--- config.mk ---
export PLATFORM = sky130hd
export DESIGN_NAME = ov7670_config_sequencer
export DESIGN_NICKNAME = d
export VERILOG_FILES = /design/src/rtl/ov7670_config_sequencer.sv
export SDC_FILE = /design/constraint.sdc
export NUM_CORES = 1
export LEC_CHECK = 0
export CAP_MARGIN = 5
export CORE_ASPECT_RATIO = 0.6
export CORE_MARGIN = 2
export CORE_UTILIZATION = 54
export DETAILED_ROUTE_END_ITERATION = 6
export PLACE_DENSITY_LB_ADDON = 0.3
export SYNTH_ARGS = -nofsm -noshare
export SYNTH_HDL_FRONTEND = slang
export SYNTH_SLANG_ARGS = --single-unit
--- constraint.sdc ---
create_clock -name clk -period 2.7 [get_ports clk]
set_clock_uncertainty 0.1 [all_clocks]
set_input_delay 0.54 -clock clk [delete_from_list [all_inputs] [get_ports clk]]
set_output_delay 0.54 -clock clk [all_outputs]
set_load 0.005 [all_outputs]
--- src/rtl/ov7670_config_sequencer.sv ---
// Walks the OV7670 configuration ROM and turns each entry into one SCCB register write.
// Reserved entries: 16'hFFF0 stalls for DELAY_CYCLES, 16'hFFFF ends the pass.
module ov7670_config_sequencer #(
    parameter int unsigned DELAY_CYCLES = 1000000,
    parameter int unsigned CNT_W        = 20
) (
    input  logic        clk,
    input  logic        rst_n,
    input  logic        start,
    output logic [7:0]  rom_addr,
    output logic        rom_clk_en,
    input  logic [15:0] rom_dout,
    input  logic        sccb_ready,
    output logic        sccb_start,
    output logic [7:0]  sccb_reg,
    output logic [7:0]  sccb_data,
    output logic        busy,
    output logic        done
);

    localparam int unsigned ADDR_W  = 8;
    localparam int unsigned ENTRY_W = 16;

    localparam logic [ENTRY_W-1:0] TOK_DELAY = 16'hFFF0;
    localparam logic [ENTRY_W-1:0] TOK_END   = 16'hFFFF;
    localparam logic [ADDR_W-1:0]  ADDR_LAST = 8'hFF;
    localparam logic [CNT_W-1:0]   CNT_LOAD  = CNT_W'(DELAY_CYCLES - 1);

    typedef enum logic [2:0] {
        S_IDLE,
        S_FETCH,
        S_LATCH,
        S_DECODE,
        S_SEND,
        S_WAIT_ACK,
        S_DELAY,
        S_DONE
    } state_t;

    state_t             state, state_nx;
    logic [ENTRY_W-1:0] entry, entry_nx;
    logic [CNT_W-1:0]   cnt, cnt_nx;
    logic               ack_armed, ack_armed_nx;

    logic [ADDR_W-1:0]  rom_addr_nx;
    logic               rom_clk_en_nx;
    logic               sccb_start_nx;
    logic [7:0]         sccb_reg_nx;
    logic [7:0]         sccb_data_nx;
    logic               busy_nx;
    logic               done_nx;
    logic               advance;

    // State and registered outputs
    always_ff @(posedge clk or negedge rst_n) begin
        if (!rst_n) begin
            state      <= S_IDLE;
            entry      <= '0;
            cnt        <= '0;
            ack_armed  <= 1'b0;
            rom_addr   <= '0;
            rom_clk_en <= 1'b0;
            sccb_start <= 1'b0;
            sccb_reg   <= '0;
            sccb_data  <= '0;
            busy       <= 1'b0;
            done       <= 1'b0;
        end else begin
            state      <= state_nx;
            entry      <= entry_nx;
            cnt        <= cnt_nx;
            ack_armed  <= ack_armed_nx;
            rom_addr   <= rom_addr_nx;
            rom_clk_en <= rom_clk_en_nx;
            sccb_start <= sccb_start_nx;
            sccb_reg   <= sccb_reg_nx;
            sccb_data  <= sccb_data_nx;
            busy       <= busy_nx;
            done       <= done_nx;
        end
    end

    // Next-state and next-output logic
    always_comb begin
        state_nx      = state;
        entry_nx      = entry;
        cnt_nx        = cnt;
        ack_armed_nx  = 1'b0;
        rom_addr_nx   = rom_addr;
        rom_clk_en_nx = 1'b0;
        sccb_start_nx = 1'b0;
        sccb_reg_nx   = sccb_reg;
        sccb_data_nx  = sccb_data;
        busy_nx       = busy;
        done_nx       = done;
        advance       = 1'b0;

        case (state)
            S_IDLE, S_DONE: begin
                if (start) begin
                    rom_addr_nx   = '0;
                    busy_nx       = 1'b1;
                    done_nx       = 1'b0;
                    rom_clk_en_nx = 1'b1;
                    state_nx      = S_FETCH;
                end
            end
            S_FETCH: begin
                state_nx = S_LATCH;
            end
            S_LATCH: begin
                entry_nx = rom_dout;
                state_nx = S_DECODE;
            end
            S_DECODE: begin
                if (entry == TOK_END) begin
                    busy_nx  = 1'b0;
                    done_nx  = 1'b1;
                    state_nx = S_DONE;
                end else if (entry == TOK_DELAY) begin
                    cnt_nx   = CNT_LOAD;
                    state_nx = S_DELAY;
                end else begin
                    sccb_reg_nx  = entry[15:8];
                    sccb_data_nx = entry[7:0];
                    state_nx     = S_SEND;
                end
            end
            S_SEND: begin
                if (sccb_ready) begin
                    sccb_start_nx = 1'b1;
                    state_nx      = S_WAIT_ACK;
                end
            end
            S_WAIT_ACK: begin
                // First cycle is the master's turnaround; its ready is stale
                ack_armed_nx = 1'b1;
                if (ack_armed && sccb_ready) begin
                    advance = 1'b1;
                end
            end
            S_DELAY: begin
                if (cnt == '0) begin
                    advance = 1'b1;
                end else begin
                    cnt_nx = cnt - CNT_W'(1);
                end
            end
            default: begin
                state_nx = S_IDLE;
            end
        endcase

        // Address saturates at the last ROM slot instead of wrapping
        if (advance) begin
            if (rom_addr == ADDR_LAST) begin
                busy_nx  = 1'b0;
                done_nx  = 1'b1;
                state_nx = S_DONE;
            end else begin
                rom_addr_nx   = rom_addr + ADDR_W'(1);
                rom_clk_en_nx = 1'b1;
                state_nx      = S_FETCH;
            end
        end
    end

endmodule

==> metrics.csv, run 1 <==
metric;value;unit
outcome;finished clean;
routedWlPerCell;16.5;µm
finalWirelength;6960;µm
track_usage;22.3;%
post_cts_buffers;0;
syn_to_final_growth;22.3;%
hold_slack;277;ps
clk_pin_slew;70;ps
globalplace.congestion;0.848;
dieArea;6770;µm²
fillers;445;
overflow;0;
dpl_cell_area;3860;µm²
dpl.hpwl;4970;µm
cts.root.buffer_cell;clkbuf_8;
synth_warnings;0;
largest_reg_flops;20;
vias;2468;
viasPerCell;5.85;
clock.fmax;0.405;GHz
num_antenna_cells;0;
fin_total_pwr;4230;µW
critPathRequiredTime;2840;ps
worstSetupPathType;reg -> reg;
final_nets;360;
tritoncts;built;
syn-cell-area;3300;µm²
slew_headroom;44.7;%
clk_latency;350;ps
min_path_type;in -> async;
grt_start_max_net_pins;69;
finalSetupTns;0;ps
fin_crit_sh;91.4;%
numCtsBuffers;9;
drtIter0Drc;176;
reg.largest.list;cnt x20, entry x16;
first_pass_iters;4;
synth-seq-cells;68;
fp.dieW;105;µm
core;5730;µm²
antenna_found_initial;0;
finalHoldViolCount;0;
finalMaxSlewViolations;0;
grt_first_pass_wirelength;11600;µm
synth_edf_count;0;
final_area;4030;µm²
portBuffers;47;
seq_area_frac_synth;51.6;%
drive_above_1_share;19.0;%
synth_nets;305;
start_util;57.6;%
fin_crit;2470;ps
max_cap_violations;0;
peakVddDrop;0.575;mV
avgSynthCellArea;11.7;µm²
power.leakage;0.00175;µW
rsz0062_at_grt;no;
synth_ff_type;dfrtp_1;
arrival;2610;ps
syn_inst;282;
final_cell_mix;dfrtp_1, clkdlybuf4s50_1, mux2_2, nand2_1, nor2_1;
clockBufferDepth;2;
worstSetupStartpointType;flop;
hold_buffers;0;
regMostFlops;cnt;
first_global_vias;2407;
drc;0;
numClockSinks;68;
cts_resized;0;
final_common_cell;dfrtp_1;
num_io_pins;48;
placementRows;21;
ys_types;56;
worst_pin_slew;829;ps
synthArstFlopShare;100;%
ant_nets;0;
power_density;1050;nW/µm²
htreeDepth;3;
cp-end-kind;flop;
cp_max_fo;13;
dieHeight;64.5;µm
finalSetupViolCount;0;
final cells by class:
type	count	area, µm²	area share, %
repair buffers	54	518	12.8
clock inverters	4	25.0	0.621
flip-flops and latches	68	1700	42.2
multi-input cells	198	1520	37.7
clock buffers	12	145	3.60
inverters	6	22.5	0.559
well taps	80	100	2.48
worst max-delay path: stages, from the launching register on:
cell and delay, ps:
dfrtp_1 430, inv_1 100, ha_1 160, nor4b_2 270
nand4_2 260, o31ai_4 570, nand2_1 190, a31o_2 280
path summary, 6_finish.rpt:
kind / from / end / slack, ps / depth (start not counted)
worst max-delay path: cnt[0] / rom_addr[1] / 230 / 7
worst min-delay path: rst_n / cnt[4] / 280 / 2
worst max register to register: cnt[0] / rom_addr[1] / 230 / 7
worst min register to register: cnt[7] / cnt[7] / 380 / 1
max in group asynchronous: rst_n / cnt[17] / 1690 / 2
min in group clk: cnt[7] / cnt[7] / 380 / 1
power breakdown:
group / switching [µW] / internal, µW
clock network: 374 / 355
registers: 422 / 1440
logic: 715 / 924
total: 1510 / 2720
metal layers:
metal / track usage, % / routed length, µm / up-vias
li1: - / - / 1168
met5: 0 / 0 / -
met2: 32.6 / 3090 / 67
met4: 7.17 / 61 / 0
met3: 7.04 / 391 / 7
met1: 31.7 / 3420 / 1226
Yosys cell counts (3+ instances only):
cell	instances	share of area, %
a211oi_1	6	1.4
a21oi_1	10	1.5
and2_1	4	0.76
and3_1	4	0.76
and4_1	5	1.3
clkbuf_1	5	0.57
dfrtp_1	68	52
ha_1	3	1.1
inv_1	6	0.68
mux2_2	22	7.5
mux2_4	10	4.6
mux2i_1	4	1.2
nand2_1	20	2.3
nand3_1	10	1.5
nand3b_1	3	0.68
nand4_1	8	1.5
nor2_1	19	2.2
nor2b_1	4	0.76
nor3_1	8	1.2
nor3_2	3	0.91
o211ai_1	3	0.68
o21ai_0	7	1.1
xnor2_1	8	2.1
cells by family (layout without fill, tap and decap cells):
| group | after synthesis | count (layout) | synth area share [%] |
|---|---|---|---|
| AND/OR/NAND/NOR | 102 | 102 | 18.1 |
| flip-flops | 68 | 68 | 51.6 |
| AO/OA/AOI/OAI | 49 | 49 | 11.4 |
| multiplexers | 36 | 36 | 13.3 |
| buffers and inverters | 16 | 76 | 2.31 |
| XOR/XNOR | 8 | 8 | 2.13 |
| adder cells (fa/ha/maj) | 3 | 3 | 1.14 |
through the flow:
stage / setup WS, ps / util (%) / std cells
after CTS: 283 / 70.4 / 422
final: 232 / 70.4 / 422
after global placement: 420 / 67.4 / 406
after global routing: 73.3 / 70.4 / 422
after detailed placement: 313 / 67.4 / 406
after floorplan: 576 / - / 282
Power figures use the tool's default switching activity.
==> inputs of run 2 (changes only) <==
CTS_CLUSTER_DIAMETER = 100   (was not set)
==> results of run 2 <==
The final DEF is identical to that of run 1; final timing and power are the same.
